===== config.mk =====
export PLATFORM = sky130hd
export DESIGN_NAME = ika87ad_opfetch_flat
export DESIGN_NICKNAME = d
export VERILOG_FILES = /design/src/rtl/ika87ad_opfetch_if.sv /design/src/rtl/ika87ad_opfetch.sv /design/src/flat_wrapper.sv
export SDC_FILE = /design/constraint.sdc
export NUM_CORES = 1
export LEC_CHECK = 0
export CAP_MARGIN = 10
export CORE_MARGIN = 3
export CORE_UTILIZATION = 45
export CTS_CLUSTER_DIAMETER = 80
export DETAILED_ROUTE_END_ITERATION = 10
export PLACE_DENSITY = 0.78
export RECOVER_POWER = 50
export SKIP_LAST_GASP = 1
export SYNTH_ARGS = -nofsm -noshare
export SYNTH_HDL_FRONTEND = slang
export SYNTH_SLANG_ARGS = --single-unit
export TNS_END_PERCENT = 10

===== constraint.sdc =====
create_clock -name i_EMUCLK -period 2 [get_ports i_EMUCLK]
set_clock_uncertainty 0.1 [all_clocks]
set_input_delay 0.4 -clock i_EMUCLK [delete_from_list [all_inputs] [get_ports i_EMUCLK]]
set_output_delay 0.4 -clock i_EMUCLK [all_outputs]
set_load 0.05 [all_outputs]

===== src/rtl/ika87ad_opfetch_if.sv =====
// Opcode fetch bus bundle: bus-unit byte handshake plus the {page, opcode} handoff to the microsequencer.
// The master modport is the opcode fetch sequencer; the slave modport is its environment.
interface ika87ad_opfetch_if;
    logic       fetch_req;
    logic       fetch_ack;
    logic [7:0] data;
    logic       pc_inc;
    logic [7:0] opcode;
    logic [2:0] opcode_page;
    logic       op_valid;
    logic       op_int;
    logic       op_taken;
    logic       flush;
    logic       irq;

    modport master (
        output fetch_req, pc_inc, opcode, opcode_page, op_valid, op_int,
        input  fetch_ack, data, op_taken, flush, irq
    );

    modport slave (
        input  fetch_req, pc_inc, opcode, opcode_page, op_valid, op_int,
        output fetch_ack, data, op_taken, flush, irq
    );
endinterface


===== src/rtl/ika87ad_opfetch.sv =====
// IKA87AD opcode fetch sequencer: resolves uPD7810 prefixes into a page and presents {page, opcode}.
// Define IKA87AD_OPFETCH_HARDI_EN to inject the interrupt pseudo-opcode 0x73 at instruction boundaries.
//
// state | meaning
// IDLE  | post-reset, one cycle before the first fetch
// F1    | fetching the first byte (opcode or prefix)
// F2    | fetching the opcode byte that follows a prefix
// HOLD  | {page, opcode} presented, waiting for taken
module ika87ad_opfetch (
    input  logic                   i_EMUCLK,
    input  logic                   i_RST,
    ika87ad_opfetch_if.master      bus
);

    typedef enum logic [1:0] {IDLE, F1, F2, HOLD} state_t;

    state_t     state;
    logic [2:0] page_lat;
    logic       fetch_req_q;
    logic [7:0] opcode_q;
    logic [2:0] page_q;
    logic       valid_q;
    logic       int_q;

    logic       is_prefix;
    logic [2:0] prefix_page;
    logic       inject;

    // 0x4C/0x4D are deliberately absent: they are page-0 opcodes with a microcode-fetched operand.
    always_comb begin
        is_prefix   = 1'b1;
        prefix_page = 3'd0;
        case (bus.data)
            8'h48:   prefix_page = 3'd1;
            8'h60:   prefix_page = 3'd2;
            8'h64:   prefix_page = 3'd3;
            8'h70:   prefix_page = 3'd4;
            8'h74:   prefix_page = 3'd5;
            default: is_prefix   = 1'b0;
        endcase
    end

`ifdef IKA87AD_OPFETCH_HARDI_EN
    assign inject = bus.irq;
`else
    logic unused_irq;
    assign unused_irq = bus.irq;
    assign inject     = 1'b0;
`endif

    always_ff @(posedge i_EMUCLK) begin
        if (i_RST) begin
            state       <= IDLE;
            page_lat    <= 3'd0;
            fetch_req_q <= 1'b0;
            opcode_q    <= 8'h00;
            page_q      <= 3'd0;
            valid_q     <= 1'b0;
            int_q       <= 1'b0;
        end else if (bus.flush) begin
            state       <= F1;
            page_lat    <= 3'd0;
            fetch_req_q <= 1'b1;
            valid_q     <= 1'b0;
            int_q       <= 1'b0;
        end else begin
            case (state)
                IDLE: begin
                    state       <= F1;
                    fetch_req_q <= 1'b1;
                end
                F1: begin
                    if (bus.fetch_ack) begin
                        if (is_prefix) begin
                            page_lat <= prefix_page;
                            state    <= F2;
                        end else begin
                            opcode_q    <= bus.data;
                            page_q      <= 3'd0;
                            valid_q     <= 1'b1;
                            fetch_req_q <= 1'b0;
                            state       <= HOLD;
                        end
                    end
                end
                F2: begin
                    // No prefix chaining: any byte here is an opcode of the latched page.
                    if (bus.fetch_ack) begin
                        opcode_q    <= bus.data;
                        page_q      <= page_lat;
                        valid_q     <= 1'b1;
                        fetch_req_q <= 1'b0;
                        state       <= HOLD;
                    end
                end
                HOLD: begin
                    if (bus.op_taken) begin
                        if (inject) begin
                            opcode_q <= 8'h73;
                            page_q   <= 3'd0;
                            int_q    <= 1'b1;
                        end else begin
                            valid_q     <= 1'b0;
                            int_q       <= 1'b0;
                            fetch_req_q <= 1'b1;
                            state       <= F1;
                        end
                    end
                end
                default: begin
                    state       <= IDLE;
                    fetch_req_q <= 1'b0;
                    valid_q     <= 1'b0;
                    int_q       <= 1'b0;
                end
            endcase
        end
    end

    // A flushed byte is never consumed, so the PC must not advance for it.
    assign bus.pc_inc      = fetch_req_q & bus.fetch_ack & ~bus.flush;
    assign bus.fetch_req   = fetch_req_q;
    assign bus.opcode      = opcode_q;
    assign bus.opcode_page = page_q;
    assign bus.op_valid    = valid_q;
    assign bus.op_int      = int_q;

endmodule

===== src/flat_wrapper.sv =====
// flat-port wrapper written by rule: the top's interface ports become plain ports
module ika87ad_opfetch_flat 
  (i_EMUCLK, i_RST, bus_fetch_req, bus_pc_inc, bus_opcode, bus_opcode_page, bus_op_valid, bus_op_int, bus_fetch_ack, bus_data, bus_op_taken, bus_flush, bus_irq);
  ika87ad_opfetch_if bus_i ();
  input  logic i_EMUCLK;
  input  logic i_RST;
  output wire logic [$bits(bus_i.fetch_req)-1:0] bus_fetch_req;
  output wire logic [$bits(bus_i.pc_inc)-1:0] bus_pc_inc;
  output wire logic [$bits(bus_i.opcode)-1:0] bus_opcode;
  output wire logic [$bits(bus_i.opcode_page)-1:0] bus_opcode_page;
  output wire logic [$bits(bus_i.op_valid)-1:0] bus_op_valid;
  output wire logic [$bits(bus_i.op_int)-1:0] bus_op_int;
  input wire logic [$bits(bus_i.fetch_ack)-1:0] bus_fetch_ack;
  input wire logic [$bits(bus_i.data)-1:0] bus_data;
  input wire logic [$bits(bus_i.op_taken)-1:0] bus_op_taken;
  input wire logic [$bits(bus_i.flush)-1:0] bus_flush;
  input wire logic [$bits(bus_i.irq)-1:0] bus_irq;
  assign bus_fetch_req = bus_i.fetch_req;
  assign bus_pc_inc = bus_i.pc_inc;
  assign bus_opcode = bus_i.opcode;
  assign bus_opcode_page = bus_i.opcode_page;
  assign bus_op_valid = bus_i.op_valid;
  assign bus_op_int = bus_i.op_int;
  assign bus_i.fetch_ack = bus_fetch_ack;
  assign bus_i.data = bus_data;
  assign bus_i.op_taken = bus_op_taken;
  assign bus_i.flush = bus_flush;
  assign bus_i.irq = bus_irq;
  ika87ad_opfetch u_core (.i_EMUCLK(i_EMUCLK), .i_RST(i_RST), .bus(bus_i));
endmodule

==> reports/qor.txt <==
ys flop type = dfxtp_1
worst-path fanout max = 2
initial drt markers = 18
fmax = 513 MHz
VDD IR max = 0.596 mV
RSZ-0062 raised after global routing = yes
kind of critical path = register to primary output
Commonest cells post-synth = 18 x dfxtp_1, 12 x a21oi_1, 12 x o21ai_0, 8 x nand3_1
CTS tree = built
WP buf/inv = 1
Initial Util = 50.7%
first-pass GRT wire length = 4.24 mm
type of the worst min-delay path = register to register
Top delay family on crit path = buffers and inverters
total CTS buffers = 3
DR pass1 iterations = 4
setup bufs post-CTS = 0
Period minus WS final = 1.95 ns
Post-Place Cells = 160
Crit path largest cell delay = 0.81 ns
Avg WL per Cell = 15.1 um
vias in the first global route = 939
port buffer count = 26
Worst-Margin Slew = 0.601 ns
crit-path cells = clkdlybuf4s50_1
largest net degree at the start of global routing = 16
Slowest-stage cell, CP = clkdlybuf4s50_1
final setup vio count = 0
sequential-to-total area share from yosys stat = 38.6%
final cell count without fillers = 164
ys async rst share = 0%
Max Root-Sink Buffers = 2
final hold violations = 0
Die H = 51.5 um
Final Net Count = 158
DIE WIDTH = 51.5 um
max-cap viol count = 0
max-slew violations = 0
WP data arrival = 1.45 ns
clk sinks = 18
I/O pins = 29
Yosys reg bits = 18
synthesized area per cell = 8.89 um^2
Core Box Area = 1840 um^2
element type at the critical path end = primary output
H-tree depth = 1
Relative slew margins = 60.1%
Antenna Violating Nets Remaining = 0
Synth top area share = 38.6%
setup_tns = 0 ns
Die Area = 2660 um^2
top cell type by total area after synthesis = dfxtp_1
initial antenna violation count = 0
Post-synth EDFFs = 0
final WL = 2.48 mm
WP data required = 1.50 ns
total track usage = 21.0%
detailed-route via count = 934
Syn Nets = 123
synth top area cells = dfxtp_1 39%, a21oi_1 6.4%, o21ai_0 6.4%, ha_1 5.4%, nand3_1 4.3%
Core Rows = 15
Lkg Pwr = 0.488 nW
clk slew on worst S/H paths = 0.10 ns
clock insertion delay at the later pin of the skew report = 0.29 ns
status = complete, no violations
pwr dens = 651 nW/um^2
HPWL after DPL = 1.93 mm
Min Hold Slack = 0.378 ns
fin crit share = 97.4%
number of diodes = 0
drc violations = 0
share of post-route cells with drive strength above 1 = 19.4%
RD Place Congestion = 0.824
synth unique cells = 37
post-place setup slack = -0.236 ns
synthesized instance count = 105
hold_buf cts = 0
critical path startpoint category = register
final setup margin = 0.0522 ns
P&R area growth vs syn = 39.8%
top-count cell post-synth = dfxtp_1
Syn. warnings = 0
GRT overflow = 0
CTS root buf = clkbuf_4
Mapped Area = 933 um^2
vias per inst = 5.70
[timing repair]
| item | 4_1_cts | 5_1_grt |
|---|---|---|
| cloned | 0 | 0 |
| pin swaps | 0 | 0 |
| gates resized for setup | 1 | 3 |
| setup endpoints to repair | 1 | 14 |
[layout make-up]
type | count | area, um^2
Multi-Input combinational cell | 75 | 537
Fill cell | 148 | 534
Sequential cell | 18 | 360
Timing Repair Buffer | 38 | 325
Clock buffer | 4 | 36.3
Tap cell | 25 | 31.3
Inverter | 4 | 15.0
[cell families (layout without fill, tap and decap cells)]
family	after synthesis	in the layout	share of synthesized area [%]
buffers and inverters	12	46	5.63
muxes	3	3	3.22
adders and majority gates	4	4	5.36
AOI/OAI and AO/OA	36	36	25.1
and+or+nand+nor	31	31	21.7
other	1	1	0.402
DFF	18	18	38.6
[metal layers]
| layer | part of all wire [%] | vias up | track usage (%) |
|---|---|---|---|
| met5 | 0 | - | 0 |
| met3 | 4.1 | 6 | 4.58 |
| met2 | 51 | 29 | 36.0 |
| li1 | - | 461 | - |
| met4 | 1.7 | 0 | 6.55 |
| met1 | 43 | 438 | 26.0 |
[final timing paths]
check,start,endpoint,slack (ns),cells after the start
worst min-delay path,u_core.bus.opcode[3]$_SDFFE_PP0P_,u_core.bus.opcode[3]$_SDFFE_PP0P_,0.38,2
worst max register to register,u_core.state[0]$_SDFFE_PP0P_,u_core.bus.opcode_page[2]$_SDFFE_PP0P_,0.11,6
worst min register to register,u_core.bus.opcode[3]$_SDFFE_PP0P_,u_core.bus.opcode[3]$_SDFFE_PP0P_,0.38,2
worst max-delay path,u_core.bus.opcode[5]$_SDFFE_PP0P_,bus_opcode[5],0.05,1
[power by group]
group | switching (mW) | leakage, nW | internal, mW
Sequential | 0.0122 | 0.147 | 0.377
Clock | 0.110 | 0.0210 | 0.111
Combinational | 0.146 | 0.320 | 0.0931
Total | 0.269 | 0.488 | 0.581
[state kept, by name, summed over array words and instances (netlist names)]
| signal | cells |
|---|---|
| u_core.bus.opcode | 8 |
| u_core.state | 2 |
| u_core.page_lat | 3 |
| u_core.bus.opcode_page | 3 |
| u_core.bus.op_valid | 1 |
| u_core.bus.fetch_req | 1 |
[placed cells by master, fill, tap and decap left out, drive strengths merged, types with 3 or more instances in the layout]
master and n:
nand4 3, a2111oi 3, a21oi 12, inv 4
nor2 5, nor3 5, ha 4, mux2i 3
nand3 8, dfxtp 18, clkdlybuf4s50 21, o21ai 12
clkbuf 9, a211oi 3, buf 11
[per-stage QoR]
| step | util (%) | power, mW | area, um^2 |
|---|---|---|---|
| global route | 71.0 | 0.890 | 1310 |
| detailed placement | 69.6 | 0.638 | 1280 |
| floorplan | - | 0.542 | 933 |
| CTS | 71.5 | 0.857 | 1320 |
| global placement | 69.6 | 0.631 | 1280 |
| finish | 71.0 | 0.849 | 1310 |
(Power assumes the default switching activity.)
